==> config.mk <==
export PLATFORM = sky130hd
export DESIGN_NAME = seq_alu_exec
export DESIGN_NICKNAME = d
export VERILOG_FILES = /design/src/rtl/alu_pkg.sv /design/src/rtl/alu_slice16.sv /design/src/rtl/seq_alu_exec.sv
export SDC_FILE = /design/constraint.sdc
export NUM_CORES = 1
export LEC_CHECK = 0
export ABC_AREA = 1
export CAP_MARGIN = 10
export CELL_PAD_IN_SITES_DETAIL_PLACEMENT = 1
export CELL_PAD_IN_SITES_GLOBAL_PLACEMENT = 1
export CORE_MARGIN = 5
export CORE_UTILIZATION = 35
export CTS_CLUSTER_SIZE = 14
export DETAILED_ROUTE_END_ITERATION = 6
export GPL_TIMING_DRIVEN = 0
export PLACE_DENSITY = 0.75
export SYNTH_ARGS = -nofsm -noshare
export SYNTH_HDL_FRONTEND = slang
export SYNTH_HIERARCHICAL = 1
export SYNTH_SLANG_ARGS = --single-unit
==> constraint.sdc <==
create_clock -name CLK -period 3.5 [get_ports CLK]
set_input_delay 0.35 -clock CLK [delete_from_list [all_inputs] [get_ports CLK]]
set_output_delay 0.35 -clock CLK [all_outputs]
set_load 0.05 [all_outputs]
==> src/rtl/alu_pkg.sv <==
// Shared definitions for the sequential 64-bit ALU: operation codes, widths
// and the controller state encoding.
package alu_pkg;

  localparam int DATA_W     = 64;
  localparam int SLICE_W    = 16;
  localparam int NUM_SLICES = 4;
  localparam int IDX_W      = 2;

  // Operation codes, matching the ALU control decoder
  localparam logic [3:0] ALU_AND   = 4'b0000;
  localparam logic [3:0] ALU_OR    = 4'b0001;
  localparam logic [3:0] ALU_ADD   = 4'b0010;
  localparam logic [3:0] ALU_SUB   = 4'b0110;
  localparam logic [3:0] ALU_PASSB = 4'b0111;

  typedef enum logic [1:0] {
    ST_IDLE = 2'd0,
    ST_EXEC = 2'd1,
    ST_DONE = 2'd2
  } state_t;

  // True for the five supported operation codes
  function automatic logic is_legal(input logic [3:0] op);
    case (op)
      ALU_AND, ALU_OR, ALU_ADD, ALU_SUB, ALU_PASSB: is_legal = 1'b1;
      default:                                      is_legal = 1'b0;
    endcase
  endfunction

endpackage

==> src/rtl/alu_slice16.sv <==
// Combinational 16-bit ALU slice. Carry-in and carry-out let the top chain
// four slices over consecutive cycles. SUB is A + ~B + cin; the caller
// supplies cin=1 for the lowest slice.
module alu_slice16
  import alu_pkg::*;
(
  input  logic [3:0]         op,
  input  logic [SLICE_W-1:0] a,
  input  logic [SLICE_W-1:0] b,
  input  logic               cin,
  output logic [SLICE_W-1:0] y,
  output logic               cout
);

  logic [SLICE_W:0] sum;

  // Select the slice result; carry-out is only meaningful for ADD/SUB
  always_comb begin
    sum  = '0;
    y    = '0;
    cout = 1'b0;
    case (op)
      ALU_AND:   y = a & b;
      ALU_OR:    y = a | b;
      ALU_ADD: begin
        sum  = {1'b0, a} + {1'b0, b} + {{SLICE_W{1'b0}}, cin};
        y    = sum[SLICE_W-1:0];
        cout = sum[SLICE_W];
      end
      ALU_SUB: begin
        sum  = {1'b0, a} + {1'b0, ~b} + {{SLICE_W{1'b0}}, cin};
        y    = sum[SLICE_W-1:0];
        cout = sum[SLICE_W];
      end
      ALU_PASSB: y = b;
      default:   y = '0;
    endcase
  end

endmodule

==> src/rtl/seq_alu_exec.sv <==
// Sequential 64-bit ALU: one 16-bit slice per cycle, LSB first, using a
// single shared slice. Operands and opcode are latched at accept, so the
// inputs may change freely while the operation runs.
//
// Handshake: start is sampled only while ready=1; an edge with ready=1 and
// start=1 is the accept. done pulses for one cycle exactly five cycles
// later, and BusW/Zero/err hold from that pulse until the next one.
module seq_alu_exec
  import alu_pkg::*;
(
  input  logic              CLK,
  input  logic              Reset,
  input  logic              start,
  input  logic [3:0]        ALUCtrl,
  input  logic [DATA_W-1:0] BusA,
  input  logic [DATA_W-1:0] BusB,
  output logic              ready,
  output logic              done,
  output logic [DATA_W-1:0] BusW,
  output logic              Zero,
  output logic              err,
  output state_t            dbg_state
);

  state_t              state;
  logic [3:0]          op_q;
  logic [DATA_W-1:0]   a_q;
  logic [DATA_W-1:0]   b_q;
  logic [DATA_W-1:0]   res_q;
  logic [IDX_W-1:0]    idx;
  logic                carry;

  logic [5:0]          lsb;
  logic                slice_cin;
  logic [SLICE_W-1:0]  slice_y;
  logic                slice_cout;
  logic                last_slice;
  logic                legal;
  logic [DATA_W-1:0]   final_res;

  assign lsb        = {idx, 4'b0000};
  assign last_slice = (idx == IDX_W'(NUM_SLICES - 1));
  assign legal      = is_legal(op_q);
  assign final_res  = {slice_y, res_q[DATA_W-SLICE_W-1:0]};
  assign dbg_state  = state;

  // Slice 0 takes the fixed carry-in (1 for SUB); later slices take the
  // registered carry from the previous slice
  assign slice_cin = (idx == '0) ? (op_q == ALU_SUB) : carry;

  alu_slice16 u_slice (
    .op   (op_q),
    .a    (a_q[lsb +: SLICE_W]),
    .b    (b_q[lsb +: SLICE_W]),
    .cin  (slice_cin),
    .y    (slice_y),
    .cout (slice_cout)
  );

  // Controller FSM with registered handshake and result outputs
  always_ff @(posedge CLK) begin
    if (Reset) begin
      state <= ST_IDLE;
      ready <= 1'b1;
      done  <= 1'b0;
      BusW  <= '0;
      Zero  <= 1'b0;
      err   <= 1'b0;
      carry <= 1'b0;
      idx   <= '0;
      op_q  <= '0;
      a_q   <= '0;
      b_q   <= '0;
      res_q <= '0;
    end else begin
      case (state)
        ST_IDLE: begin
          if (start) begin
            op_q  <= ALUCtrl;
            a_q   <= BusA;
            b_q   <= BusB;
            idx   <= '0;
            carry <= 1'b0;
            err   <= 1'b0;
            ready <= 1'b0;
            state <= ST_EXEC;
          end
        end
        ST_EXEC: begin
          res_q[lsb +: SLICE_W] <= slice_y;
          carry <= slice_cout;
          idx   <= idx + 1'b1;
          if (last_slice) begin
            state <= ST_DONE;
            done  <= 1'b1;
            BusW  <= legal ? final_res : '0;
            Zero  <= legal && (final_res == '0);
            err   <= !legal;
          end
        end
        ST_DONE: begin
          done  <= 1'b0;
          ready <= 1'b1;
          state <= ST_IDLE;
        end
        default: begin
          state <= ST_IDLE;
          ready <= 1'b1;
          done  <= 1'b0;
        end
      endcase
    end
  end

endmodule

==> results of run 1 <==
==> state kept, by name, indices dropped and copies added, names as in the netlist <==
| register | count |
|---|---|
| BusW | 64 |
| Zero | 1 |
| a_q | 64 |
| b_q | 64 |
| carry | 1 |
| dbg_state | 2 |
| done | 1 |
| err | 1 |
| idx | 2 |
| op_q | 4 |
| ready | 1 |
| res_q | 48 |
==> routing by layer <==
metal / up-vias / track usage
met1: 6663 / 0.301
met5: - / 0
met2: 385 / 0.429
met4: 0 / 0.0854
li1: 6796 / -
met3: 86 / 0.0425
==> worst max path at each step <==
stage	startpoint	to	slack, ps	cells after the start
global placement	idx[1]	res_q[24]	-1080	19
finish	idx[0]	Zero	-30	24
CTS	idx[0]	Zero	-120	24
detailed placement	idx[1]	res_q[24]	-1170	19
floorplan	idx[0]	res_q[24]	3	22
global route	idx[0]	Zero	-180	23
==> cell families (layout without fill, tap and decap cells) <==
family	count (synthesis)	count (layout)	synth area share
fa+ha+maj	59	59	0.0594
flops	253	253	0.392
simple gates	850	850	0.270
buf+inv	245	548	0.0786
xor+xnor	2	2	0.00135
compound gates	488	488	0.200
==> power by group through the flow <==
stage | registers, W | logic, W | clock network [W]
2_1_floorplan | 0.00317 | 0.00143 | 0
3_3_place_gp | 0.00319 | 0.00218 | 0
3_5_place_dp | 0.00320 | 0.00226 | 0
4_1_cts | 0.00314 | 0.00251 | 0.00296
5_1_grt | 0.00315 | 0.00306 | 0.00307
6_report | 0.00314 | 0.00282 | 0.00292
==> what timing repair did <==
item	CTS	global route
resized for setup	123	118
gates cloned	0	1
pin swaps	27	39
endpoints found under the setup margin	66	36
buffers inserted	27	23
==> through the flow <==
step / power, W / utilization / instances / setup slack (ps) / hold WS, ps
floorplan: 0.00461 / - / 1897 / 3.19 / 438
CTS: 0.00860 / 0.470 / 2644 / -115 / 102
global placement: 0.00537 / 0.426 / 2568 / -1080 / 449
detailed placement: 0.00545 / 0.426 / 2568 / -1170 / 465
global route: 0.00929 / 0.487 / 2668 / -182 / 127
finish: 0.00888 / 0.487 / 2668 / -34.8 / 131
==> synthesized netlist by cell type, types with 2 or more instances <==
cell | instances | area share
nor3_1 | 7 | 0.0027
o21ai_0 | 278 | 0.11
a21oi_1 | 148 | 0.057
ha_1 | 55 | 0.053
fa_1 | 4 | 0.0062
nor2_1 | 418 | 0.12
inv_1 | 108 | 0.031
xor2_1 | 2 | 0.0014
clkbuf_1 | 69 | 0.020
o22ai_1 | 38 | 0.018
nand3_1 | 72 | 0.028
nand3b_1 | 3 | 0.0017
nand2_2 | 5 | 0.0024
buf_2 | 44 | 0.017
or3_1 | 30 | 0.015
nand4_1 | 8 | 0.0039
buf_6 | 2 | 0.0017
or2_2 | 2 | 0.00097
and2_1 | 2 | 0.00097
o211ai_1 | 4 | 0.0023
o22ai_2 | 6 | 0.0058
nor3_4 | 2 | 0.0025
buf_4 | 5 | 0.0029
nand2_1 | 294 | 0.085
o21bai_1 | 3 | 0.0017
dfxtp_1 | 253 | 0.39
inv_2 | 14 | 0.0041
a221oi_1 | 3 | 0.0020
==> final cells by class <==
| type | instances | area share |
|---|---|---|
| clock buffers | 45 | 0.0481 |
| clock inverters | 6 | 0.00288 |
| repair buffers | 254 | 0.137 |
| flip-flops and latches | 253 | 0.285 |
| well taps | 468 | 0.0329 |
| plain buffers | 119 | 0.0375 |
| inverters | 124 | 0.0274 |
| multi-input cells | 1399 | 0.429 |
==> run metrics, run 1 <==
run status=finished with violations; violated checks=setup timing; first-pass GRT wire length=79800 um; vias in the first global route=14500; DPL Wire Length=40500 um; Clock Sinks=253; Seq cells post-synth=253; highest clock rate=283 MHz; CTS Root Cell=clkbuf_16; Setup Total Neg Slack=-75.4 ps; EDFF count, synth=0; Reg2Reg Capture Point=Zero; Buf/Inv on CP=8; # rows=70; Sw Ratio=0.352; worst hold path type=in2reg; Top Metal Used=met4; Synth Net Count=2091; Worst Path Required=4010 ps; Synth cell types=46; Int Pwr=0.00575 W; FF-to-FF path depth=24; clk slew on worst S/H paths=60 ps; clk_skew=16.7 ps; synth-to-layout area growth=37.6%; ys async rst share=0; Leak=7.38 nW; Met2 Routed Length=25600 um; hold path cells=2; most common cell after layout, fill and taps aside=nor2_1; Seq/Total Area, Yosys=0.392; Setup Crit Path Kind=reg2reg; fin crit share=1.01; WL final=52700 um; PD cells=499 nW/um^2; worst-margin pin slew=692 ps; DRT antenna net count=0; Synth Flop Type=dfxtp_1; yosys synthesis warning count=6; register area=5070 um^2; post-synthesis cell area=12900 um^2; placer's final routability congestion estimate=0.928; Port Buf Inserts=203; sequential power share=0.354; Relative slew margins=0.539; net load switching power=0.00312 W; met3 wire len=2930 um; initial DRC count=779; worst-path fanout max=6; crit path capture type=register; commonest cells after routing, fill and taps aside=nor2_1, nand2_1, o21ai_0; Multi-input gate area=7640 um^2; ant diodes=0; setup ws final=-34.8 ps; Max Buffers Root-to-Sink=3; RSZ-0062 raised after global routing=yes; Die Area=40900 um^2; setup violators final=3; Min-Delay Startpoint=Reset; drt drc=0; largest net degree at the start of global routing=16; most used cell, CP=nand2_2; H-tree levels=1; Final min period=3530 ps; die span in x=202 um; final net count=2374; hold path endpoint=carry; maximum vdd drop=0.379 mV; Post-Synthesis Cells=1897; R2R setup slack=-30 ps; CTS tree=yes; Vias per Instance=5.22; Fillers=4603; Max Cap Viol=0; CTS Buf Count=29; die height=202 um; core footprint=36500 um^2; Final Cell Area=17800 um^2; WL met1=22400 um; max-slew violations=0; slowest CP cell=fa_2; final hold violation count=0; CP top delay family=adder cells; Clk pwr share=0.329; via count=13900; total track usage=0.244; layout cells sized above 1=0.151; DR WL/cell=19.8 um; syn_area_per_cell=6.82 um^2; max incr delay on CP=400 ps; Initial Util=0.354; critical path, cell by cell=buf_8, clkinv_8, buf_12, buf_12, ha_4, inv_8, o31ai_4, inv_2, fa_2, fa_2, inv_2, nand2_2, nand3_4, nand3_4, nand2_2, nand2_2, nand3_2, o211ai_1, buf_4, nor2_2, nand4_1, nor2_2, nand3_1, a21oi_1; drt pass-1 iters=5; grt total ovfl=0; startpoint types=register; I/O pins=205; Worst-Skew Late Latency=590 ps; cts hold-fix bufs=0; combinational share of power=0.317; CP Data Arrival Time=4040 ps; area of placed instances=15600 um^2; initial antenna violation count=0; Worst R2R Start=idx[0]
(Power assumes the default switching activity.)
==> run 2: changes to the inputs <==
--- a/config.mk
+++ b/config.mk
@@ -7,10 +7,10 @@
 export LEC_CHECK = 0
 export ABC_AREA = 1
 export CAP_MARGIN = 10
-export CELL_PAD_IN_SITES_DETAIL_PLACEMENT = 1
-export CELL_PAD_IN_SITES_GLOBAL_PLACEMENT = 1
+export CELL_PAD_IN_SITES_DETAIL_PLACEMENT = 2
+export CELL_PAD_IN_SITES_GLOBAL_PLACEMENT = 2
 export CORE_MARGIN = 5
-export CORE_UTILIZATION = 35
+export CORE_UTILIZATION = 27
 export CTS_CLUSTER_SIZE = 14
 export DETAILED_ROUTE_END_ITERATION = 6
 export GPL_TIMING_DRIVEN = 0
@@ -19,3 +19,4 @@
 export SYNTH_HDL_FRONTEND = slang
 export SYNTH_HIERARCHICAL = 1
 export SYNTH_SLANG_ARGS = --single-unit
+export TNS_END_PERCENT = 5
==> run 2 against run 1 <==
The flow still finishes with violations (setup timing). Largest power group is now the clock network. Flip-flop and latch count did not move. Critical endpoint is now res_q[40]. Register-to-register slack got worse by 200 ps. Sequential power barely moved. Via count rose by 1.5%. Routed wire length rose by 14%. Critical path type unchanged.
==> run metrics, run 2 (synthesis results as in run 1) <==
run status=finished with violations; violated checks=setup timing; # rows=80; fin crit share=1.07; cts hold-fix bufs=0; Final min period=3730 ps; Initial Util=0.272; commonest cells after routing, fill and taps aside=nor2_1, nand2_1, o21ai_0; setup ws final=-232 ps; via count=14100; die height=229 um; Buf/Inv on CP=9; startpoint types=register; Final Cell Area=18000 um^2; Clock Sinks=253; met2 usage=0.393; Port Buf Inserts=203; crit path capture type=register; CTS tree=yes; clk_skew=21.2 ps; WL final=60100 um; highest clock rate=268 MHz; core footprint=47500 um^2; setup violators final=18; met1 Usage GRT=0.269; DPL Wire Length=45800 um; RSZ-0062 raised after global routing=yes; GRT busiest layer=met2; synth-to-layout area growth=39.0%; worst-path fanout max=5; # placed instances=2715; layout cells sized above 1=0.138; CTS Buf Count=34; Setup Crit Path Kind=reg2reg; I/O pins=205; M3 GR Usage=0.0409; grt total ovfl=0; final net count=2368; CP top delay family=buffers and inverters; initial antenna violation count=3; initial DRC count=650; maximum vdd drop=0.289 mV; DRT antenna net count=0; max incr delay on CP=400 ps; slowest CP cell=fa_2; drt pass-1 iters=5; total track usage=0.221; area of placed instances=15800 um^2; first-pass GRT wire length=91400 um; placer's final routability congestion estimate=0.871; final cell count without fillers=2812; drt drc=0; max-slew violations=0; PD cells=524 nW/um^2; most common cell after layout, fill and taps aside=nor2_1; largest registers=BusW x64, a_q x64, b_q x64; worst hold path type=in2reg; Worst-Skew Late Latency=540 ps; H-tree levels=2; Relative slew margins=0.408; Die Area=52400 um^2; Max Buffers Root-to-Sink=3; clk slew on worst S/H paths=60 ps; Vias per Instance=5.03; CTS Root Cell=clkbuf_16; final hold violation count=0; total power draw=0.00942 W; Max Cap Viol=0; Leak=7.41 nW; critical path, cell by cell=buf_8, clkinv_8, buf_12, buf_12, ha_4, inv_8, o31ai_4, inv_2, fa_2, fa_2, inv_2, nand2_2, nand3_4, nand3_4, buf_4, nand3_2, nand3_2, o211ai_1, buf_4, nand2_4, or3_1, a21oi_1; CP Data Arrival Time=4180 ps; worst-margin pin slew=884 ps; die span in x=229 um; Worst Path Required=3950 ps; DR WL/cell=21.4 um; vias in the first global route=15700; largest net degree at the start of global routing=13
run 2: cell types whose count changed in the layout (fill, tap and decap cells not counted), sizes merged:
cell	delta
buf	-12
clkbuf	+7
bufinv	+2
diode	+2
clkinv	-1
clkinvlp	-1
run 2: layout make-up:
cell class,count,area (um^2)
Multi-Input combinational cell,1399,7510
Fill cell,5491,29600
Tap cell,615,769
Buffer,118,658
Antenna cell,2,5.00
Sequential cell,253,5070
Timing Repair Buffer,244,2350
Inverter,124,488
Clock inverter,6,91.3
Clock buffer,51,1030
run 2: through the flow:
step | setup slack (ps) | hold slack, ps | TNS, ps | utilization
after floorplan | -4.45 | 438 | -4.45 | -
after global placement | -1270 | 452 | -50510 | 0.331
after detailed placement | -1360 | 462 | -54770 | 0.331
after CTS | -293 | 155 | -3730 | 0.371
after global routing | -360 | 176 | -6270 | 0.378
final | -232 | 165 | -2070 | 0.378
run 2: power breakdown:
group / switching, W / internal [W]
Combinational: 0.00180 / 0.000978
Sequential: 0.000107 / 0.00303
Clock: 0.00133 / 0.00217
Total: 0.00324 / 0.00618
run 2: repair_timing:
action,CTS,global route
hold endpoints to repair,0,0
endpoints found under the setup margin,66,51
pin swaps,31,34
buffers inserted,25,17
gates resized for setup,134,76
run 2: routing by layer:
layer	up-vias	routed length, um
li1	6779	-
met1	6965	26100
met2	300	29800
met3	99	2310
met4	2	1840
met5	-	20
run 2: final timing paths:
check	from	end	slack (ps)	cells past startpoint
worst min-delay path	Reset	carry	160	2
worst max-delay path	idx[0]	res_q[40]	-230	22
worst max register to register	idx[0]	res_q[40]	-230	22
worst min register to register	a_q[28]	a_q[28]	470	2
run 2: worst register-to-register path: cells and delay by family, from the launching register on:
kind / cells / cell delay [ps]
flops: 1 / 360
buf+inv: 9 / 1030
fa+ha+maj: 3 / 940
simple gates: 7 / 770
compound gates: 3 / 540
